File: config.mk
export PLATFORM = sky130hd
export DESIGN_NAME = fifo_rd_frame_ctrl
export DESIGN_NICKNAME = d
export VERILOG_FILES = /design/src/rtl/fifo_rd_frame_ctrl.sv
export SDC_FILE = /design/constraint.sdc
export NUM_CORES = 1
export LEC_CHECK = 0
export ABC_AREA = 0
export BUFFER_PORTS_ARGS = -buffer_cell sky130_fd_sc_hd__buf_4
export CELL_PAD_IN_SITES_DETAIL_PLACEMENT = 0
export CELL_PAD_IN_SITES_GLOBAL_PLACEMENT = 2
export CORE_MARGIN = 4
export CORE_UTILIZATION = 37
export DETAILED_ROUTE_END_ITERATION = 7
export GPL_TIMING_DRIVEN = 1
export PLACE_DENSITY = 0.87
export RECOVER_POWER = 25
export SETUP_SLACK_MARGIN = 0.1
export SYNTH_ARGS = -nofsm -noshare
export SYNTH_HDL_FRONTEND = slang
export SYNTH_SLANG_ARGS = --single-unit
File: constraint.sdc
create_clock -name rclk -period 8 [get_ports rclk]
set_clock_uncertainty 0.2 [all_clocks]
set_input_delay 0.8 -clock rclk [delete_from_list [all_inputs] [get_ports rclk]]
set_output_delay 0.8 -clock rclk [all_outputs]
set_load 0.02 [all_outputs]
File: src/rtl/fifo_rd_frame_ctrl.sv
// fifo_rd_frame_ctrl
// Read-domain controller for the audio-sample async FIFO. Owns the read pointer,
// derives empty from the synchronized Gray write pointer, and reads the FIFO RAM
// in fixed-length frames that leave on a valid/ready stream. A 2-entry skid
// buffer absorbs the one-cycle RAM latency so backpressure never drops a sample.
//
// Ports:
//   rclk, rrst_n  read clock, asynchronous active-low reset
//   rq2_wptr      Gray write pointer, already synchronized into rclk
//   rptr          registered Gray read pointer (to the write-side synchronizer)
//   raddr, ren    RAM read address / enable; rdata is valid one rclk after ren
//   rdata         RAM read data
//   rempty        registered FIFO empty
//   start, flush  frame start / discard-all pulses (honoured only when idle)
//   m_data, m_valid, m_ready, m_last  output sample stream
//   busy          frame in progress (RUN or DRAIN)
//   frame_done    one-cycle pulse after the last beat of a frame is accepted
module fifo_rd_frame_ctrl #(
  parameter int unsigned ASIZE     = 4,
  parameter int unsigned DSIZE     = 16,
  parameter int unsigned FRAME_LEN = 256
) (
  input  logic             rclk,
  input  logic             rrst_n,
  input  logic [ASIZE:0]   rq2_wptr,
  output logic [ASIZE:0]   rptr,
  output logic [ASIZE-1:0] raddr,
  output logic             ren,
  input  logic [DSIZE-1:0] rdata,
  output logic             rempty,
  input  logic             start,
  input  logic             flush,
  output logic [DSIZE-1:0] m_data,
  output logic             m_valid,
  input  logic             m_ready,
  output logic             m_last,
  output logic             busy,
  output logic             frame_done
);

  localparam int unsigned   CW       = $clog2(FRAME_LEN + 1);
  localparam logic [CW-1:0] FrameLen = CW'(FRAME_LEN);
  localparam logic [CW-1:0] LastIdx  = CW'(FRAME_LEN - 1);

  typedef enum logic [1:0] {StIdle, StRun, StDrain} state_e;

  state_e           state_q, state_d;
  logic [ASIZE:0]   rbin_q, rbin_d, rbin_inc, rgray_next;
  logic [ASIZE:0]   rptr_q, rptr_d;
  logic             rempty_q, rempty_d;
  logic [CW-1:0]    issued_q, issued_d;
  logic             infl_q, infl_last_q;
  logic [1:0]       occ_q, occ_d;
  logic [DSIZE-1:0] buf0_data_q, buf0_data_d, buf1_data_q, buf1_data_d;
  logic             buf0_last_q, buf0_last_d, buf1_last_q, buf1_last_d;
  logic             frame_done_q, frame_done_d;
  logic             pop, do_flush;
  logic [2:0]       held_after;

  function automatic logic [ASIZE:0] gray2bin(input logic [ASIZE:0] g);
    logic [ASIZE:0] b;
    b[ASIZE] = g[ASIZE];
    for (int i = int'(ASIZE) - 1; i >= 0; i--) b[i] = b[i+1] ^ g[i];
    return b;
  endfunction

  // Head of stream: skid buffer first, else bypass the in-flight RAM word.
  always_comb begin
    m_valid = (occ_q != 2'd0) || infl_q;
    m_data  = '0;
    m_last  = 1'b0;
    if (occ_q != 2'd0) begin
      m_data = buf0_data_q;
      m_last = buf0_last_q;
    end else if (infl_q) begin
      m_data = rdata;
      m_last = infl_last_q;
    end
  end

  assign pop      = m_valid && m_ready;
  assign do_flush = (state_q == StIdle) && flush;

  // Words held after this cycle's pop; a new read needs a free slot for next cycle.
  assign held_after = 3'(occ_q) + 3'(infl_q) - 3'(pop);

  assign ren = (state_q == StRun) && !rempty_q && (issued_q < FrameLen) && (held_after < 3'd2);

  // Read pointer and empty flag
  always_comb begin
    rbin_inc   = rbin_q + (ASIZE + 1)'(ren);
    rgray_next = (rbin_inc >> 1) ^ rbin_inc;
    if (do_flush) begin
      rbin_d   = gray2bin(rq2_wptr);
      rptr_d   = rq2_wptr;
      rempty_d = 1'b1;
    end else begin
      rbin_d   = rbin_inc;
      rptr_d   = rgray_next;
      rempty_d = (rgray_next == rq2_wptr);
    end
  end

  // Frame sequencer
  always_comb begin
    state_d      = state_q;
    issued_d     = issued_q;
    frame_done_d = 1'b0;
    unique case (state_q)
      StIdle: begin
        // flush wins over a simultaneous start
        if (start && !flush) begin
          state_d  = StRun;
          issued_d = '0;
        end
      end
      StRun: begin
        if (ren) begin
          issued_d = issued_q + CW'(1);
          if (issued_q == LastIdx) state_d = StDrain;
        end
      end
      StDrain: begin
        if (pop && m_last) begin
          state_d      = StIdle;
          frame_done_d = 1'b1;
        end
      end
      default: state_d = StIdle;
    endcase
  end

  // Skid buffer: order is buf0, buf1, in-flight word; drop the head on pop.
  always_comb begin
    logic [DSIZE-1:0] e0_data, e1_data;
    logic             e0_last, e1_last;
    logic [1:0]       n;
    e0_data = buf0_data_q;
    e0_last = buf0_last_q;
    e1_data = buf1_data_q;
    e1_last = buf1_last_q;
    if (occ_q == 2'd0) begin
      e0_data = rdata;
      e0_last = infl_last_q;
    end else if (occ_q == 2'd1) begin
      e1_data = rdata;
      e1_last = infl_last_q;
    end
    n = occ_q + {1'b0, infl_q};
    buf1_data_d = buf1_data_q;
    buf1_last_d = buf1_last_q;
    if (pop) begin
      buf0_data_d = e1_data;
      buf0_last_d = e1_last;
      occ_d       = n - 2'd1;
    end else begin
      buf0_data_d = e0_data;
      buf0_last_d = e0_last;
      buf1_data_d = e1_data;
      buf1_last_d = e1_last;
      occ_d       = n;
    end
  end

  always_ff @(posedge rclk or negedge rrst_n) begin
    if (!rrst_n) begin
      state_q      <= StIdle;
      rbin_q       <= '0;
      rptr_q       <= '0;
      rempty_q     <= 1'b1;
      issued_q     <= '0;
      infl_q       <= 1'b0;
      infl_last_q  <= 1'b0;
      occ_q        <= 2'd0;
      buf0_data_q  <= '0;
      buf0_last_q  <= 1'b0;
      buf1_data_q  <= '0;
      buf1_last_q  <= 1'b0;
      frame_done_q <= 1'b0;
    end else begin
      state_q      <= state_d;
      rbin_q       <= rbin_d;
      rptr_q       <= rptr_d;
      rempty_q     <= rempty_d;
      issued_q     <= issued_d;
      infl_q       <= ren;
      infl_last_q  <= ren && (issued_q == LastIdx);
      occ_q        <= occ_d;
      buf0_data_q  <= buf0_data_d;
      buf0_last_q  <= buf0_last_d;
      buf1_data_q  <= buf1_data_d;
      buf1_last_q  <= buf1_last_d;
      frame_done_q <= frame_done_d;
    end
  end

  assign rptr       = rptr_q;
  assign raddr      = rbin_q[ASIZE-1:0];
  assign rempty     = rempty_q;
  assign busy       = (state_q != StIdle);
  assign frame_done = frame_done_q;

endmodule

==> impl_results.rst <==
.. list-table::
   :header-rows: 1

   * - Metric
     - Value
   * - Status
     - finished, violations left
   * - Violations in the final reports
     - max-capacitance violations, max-slew violations
   * - Number of buffers inserted during clock tree synthesis
     - 9
   * - Antenna viol nets, final
     - 0
   * - Half-perimeter wire length of the detailed placement result
     - 4.297 mm
   * - Required time reported for the critical path endpoint
     - 8.05 ns
   * - Fraction of synthesized area in multiplexers
     - 7.371%
   * - Largest cells by area after synthesis
     - sky130_fd_sc_hd__dfrtp_1 49%, sky130_fd_sc_hd__mux2_2 6.0%, sky130_fd_sc_hd__nand2_1 6.0%, sky130_fd_sc_hd__a222oi_1 5.6%, sky130_fd_sc_hd__xor2_1 4.3%
   * - Crit start category
     - flip-flop
   * - Worst max-slew margin expressed relative to the limit
     - -111.9%
   * - Total global routing overflow
     - 0
   * - Insertion delay of the later-clocked pin in the worst-skew pair
     - 0.33 ns
   * - Number of distinct library cell variants in the gate-level netlist after synthesis
     - 42
   * - Count of input and output buffers
     - 56
   * - Endpoint arrival time on the critical path
     - 4.33 ns
   * - Maximum number of pins on one net before global-route repair
     - 61
   * - Flop pwr share
     - 39.3%
   * - Max incr delay on CP
     - 0.66 ns
   * - Routed length per placed instance
     - 14.29 µm
   * - # rows
     - 32
   * - Clk sink count
     - 60
   * - Combined area of the multi-input logic cells
     - 1349 µm²
   * - Compound-Gate Fraction of Synth Area
     - 12.34%
   * - Worst hold margin
     - 0.2916 ns
   * - Worst setup slack after layout
     - 3.716 ns
   * - Switching component of the power
     - 0.3901 mW
   * - Number of maximum-capacitance constraint violations
     - 1
   * - Drt pass-1 iters
     - 5
   * - Switching power as a share of total power
     - 34.68%
   * - Core area
     - 7848 µm²
   * - Number of hold-repair buffers added at the cts stage
     - 0
   * - Antenna Diode Count
     - 0
   * - Layout cells sized above 1
     - 28.00%
   * - Number of antenna violations at the first check in global routing
     - 0
   * - CTS tree
     - done
   * - Adder-cell share of the synthesized area
     - 2.733%
   * - Worst-case setup slack after placement
     - 3.720 ns
   * - Total of cells resized after clock tree synthesis
     - 0
   * - Final hold viol count
     - 0
   * - First-pass GRT wire length
     - 10.71 mm
   * - CP max-delay cell
     - sky130_fd_sc_hd__dfrtp_1
   * - Number of flops mapped to enable cells by yosys
     - 0
   * - Area share of and/or/nand/nor cells after synthesis
     - 15.16%
   * - Met2 wire len
     - 3.049 mm
   * - Async SR Flop Fraction
     - 100.0%
   * - Slew Limit Fails
     - 61
   * - Cell mode on critical path
     - sky130_fd_sc_hd__ha_1
   * - Internal power contribution
     - 0.7348 mW
   * - Most common cell after layout, fill and taps aside
     - sky130_fd_sc_hd__dfrtp_1
   * - Classification of the worst setup path
     - flip-flop to flip-flop
   * - Final clock period utilization by the worst path
     - 53.55%
   * - Yosys Warn Count
     - 0
   * - Via count normalized by instance count
     - 5.075
   * - Synthesized-area fraction occupied by xor and xnor cells
     - 6.957%
   * - Via count of the first global-routing pass
     - 2275
   * - Leakage component of the power
     - 1.745 nW
   * - Fillers
     - 780
   * - Global routing usage summed across all routing layers
     - 13.80%
   * - Die H
     - 98.37 µm
   * - Gpl congestion
     - 0.7153
   * - Crit-path max FO
     - 21
   * - Commonest non-fill, non-tap cells in the layout
     - 59 x sky130_fd_sc_hd__dfrtp_1, 57 x sky130_fd_sc_hd__buf_4, 48 x sky130_fd_sc_hd__nand2_1
   * - Yosys reg bits
     - 60
   * - Met3 Wirelength
     - 407 µm
   * - Highest ir drop seen on vdd
     - 0.09753 mV
   * - Post-CTS Setup Bufs
     - 0
   * - Clk Tree Root Cell
     - sky130_fd_sc_hd__clkbuf_8
   * - Number of remaining DRC errors
     - 0
   * - Die span in x
     - 98.37 µm
   * - Starting density of the core
     - 38.50%
   * - Max Root-Sink Buffers
     - 2
   * - Via count
     - 2294
   * - Syn Std Cell Area
     - 3022 µm²
   * - Setup-violating endpoint count in the final report
     - 0
   * - CTS clk-pin slew, worst paths
     - 0.07 ns
   * - Worst hold path type
     - flip-flop to flip-flop
   * - Area grow syn2layout
     - 22.07%
   * - Transition at the pin with the smallest max-transition slack
     - 3.178 ns
   * - Combinational family with the most area after synthesis
     - simple AND/OR/NAND/NOR gates
   * - # IOs
     - 57
   * - Avg Cell Area, Syn
     - 10.35 µm²
   * - Synthesized instance count
     - 292
   * - Fraction of power consumed by the clock network
     - 24.6%
   * - Unrepaired setup endpoints after global routing
     - no
   * - Synthesized netlist net count
     - 324
   * - Sequential cell area
     - 1503 µm²
   * - Top layer used by detailed routing
     - met4
   * - Power per standard cell area
     - 305.0 nW/µm²
   * - Die outline area
     - 9677 µm²
   * - Proportion of power drawn by combinational gates
     - 36.1%
   * - TNS Setup
     - 0 ns
   * - Highest attainable clock frequency
     - 233.4 MHz
   * - Number of nets in the layout
     - 377
   * - Cell-by-cell trace of the critical path
     - or3_1, nand2_1, nor2_1, fa_1, or3b_1, nor4_2, buf_4, ha_1, ha_1, or3b_2, a21boi_1, mux2i_1, o21ai_1
   * - Commonest register cell after synthesis
     - sky130_fd_sc_hd__dfrtp_1
   * - Final standard cell utilization of the core
     - 47.00%
   * - Share of Yosys cell area claimed by the top area cell type
     - 48.86%
   * - Cell accounting for the most synthesized area
     - sky130_fd_sc_hd__dfrtp_1
   * - Final critical-path required period
     - 4.284 ns
   * - H-Tree Depth
     - 3
   * - Endpoint class of the critical path
     - flip-flop
   * - Final wirelength
     - 6.458 mm
   * - Detailed router's first-iteration violation count
     - 153
   * - WL met1
     - 2.889 mm
   * - Sequential element share of the synthesized area
     - 49.73%
## power groups by stage
| stage | Clock [mW] | Combinational (mW) | Sequential (mW) |
|---|---|---|---|
| detailed placement | 0 | 0.416 | 0.446 |
| floorplan | 0 | 0.299 | 0.429 |
| global placement | 0 | 0.407 | 0.443 |
| finish | 0.277 | 0.406 | 0.442 |
| global route | 0.300 | 0.451 | 0.452 |
| CTS | 0.287 | 0.417 | 0.441 |
## layout make-up
type | instances | share of cell area (%)
Timing Repair Buffer | 58 | 11.70
Clock buffer | 12 | 4.206
Inverter | 20 | 2.035
Sequential cell | 60 | 40.74
Tap cell | 102 | 3.460
Multi-Input combinational cell | 196 | 36.57
Clock inverter | 4 | 1.289
## path summary, 6_finish.rpt
kind                                                 start                          to  slack [ns]  cells after the start
worst max-delay path                      infl_q$_DFF_PN0_            rempty$_DFF_PN1_        3.72                     13
worst max register to register            infl_q$_DFF_PN0_            rempty$_DFF_PN1_        3.72                     13
worst min register to register  buf0_data_q[2]$_DFFE_PN0P_  buf0_data_q[2]$_DFFE_PN0P_        0.29                      2
min in group asynchronous                           rrst_n  buf0_data_q[2]$_DFFE_PN0P_        1.31                      1
worst min-delay path            buf0_data_q[2]$_DFFE_PN0P_  buf0_data_q[2]$_DFFE_PN0P_        0.29                      2
max in group asynchronous                           rrst_n     issued_q[6]$_DFFE_PN0P_        4.49                      1
## critical path, delay by kind of cell (launching register included)
kind	cells	cell delay (ns)
flops	1	0.66
mux	1	0.09
fa+ha+maj	3	1.02
compound gates	2	0.29
simple gates	6	1.69
buf+inv	1	0.24
## per-layer routing
layer / global-route usage, % / up-vias
met1: 17.86 / 1116
met2: 21.22 / 61
met3: 4.357 / 9
met4: 6.092 / 0
li1: - / 1108
met5: 0 / -
## Yosys cell counts (2+ instances only)
master and n:
sky130_fd_sc_hd__mux2_1 2, sky130_fd_sc_hd__mux2_2 16, sky130_fd_sc_hd__o21ai_0 22, sky130_fd_sc_hd__inv_1 20
sky130_fd_sc_hd__ha_1 5, sky130_fd_sc_hd__nand4_2 2, sky130_fd_sc_hd__nand3_1 5, sky130_fd_sc_hd__or3_1 2
sky130_fd_sc_hd__nand3b_1 2, sky130_fd_sc_hd__dfrtp_1 59, sky130_fd_sc_hd__clkbuf_1 7, sky130_fd_sc_hd__a222oi_1 17
sky130_fd_sc_hd__nor2_1 18, sky130_fd_sc_hd__buf_2 3, sky130_fd_sc_hd__xor2_1 15, sky130_fd_sc_hd__nor2b_1 6
sky130_fd_sc_hd__a21oi_1 7, sky130_fd_sc_hd__xnor2_1 9, sky130_fd_sc_hd__nand2_1 48, sky130_fd_sc_hd__buf_6 4
sky130_fd_sc_hd__mux2i_1 2
## per-stage QoR
stage / std cells / power (mW) / instance area, µm²
global route: 452 / 1.204 / 3689
global placement: 436 / 0.8502 / 3490
finish: 452 / 1.125 / 3689
detailed placement: 436 / 0.8623 / 3490
CTS: 452 / 1.145 / 3692
floorplan: 292 / 0.7277 / 3022
## logic make-up (layout without fill, tap and decap cells)
logic type / count (synthesis) / in the layout
AND/OR/NAND/NOR: 93 / 93
flip-flops: 60 / 60
AO/OA/AOI/OAI: 53 / 53
buffers and inverters: 36 / 94
XOR/XNOR: 24 / 24
multiplexers: 20 / 20
adder cells (fa/ha/maj): 6 / 6
## state kept, by name, indices dropped and copies added (netlist names)
name,cells
buf0_data_q,16
buf0_last_q,1
buf1_data_q,16
buf1_last_q,1
frame_done,1
infl_last_q,1
infl_q,1
issued_q,9
occ_q,2
rbin_q,5
rempty,1
rptr,4
state_q,2
No activity file was read; power rests on OpenSTA's default activity.
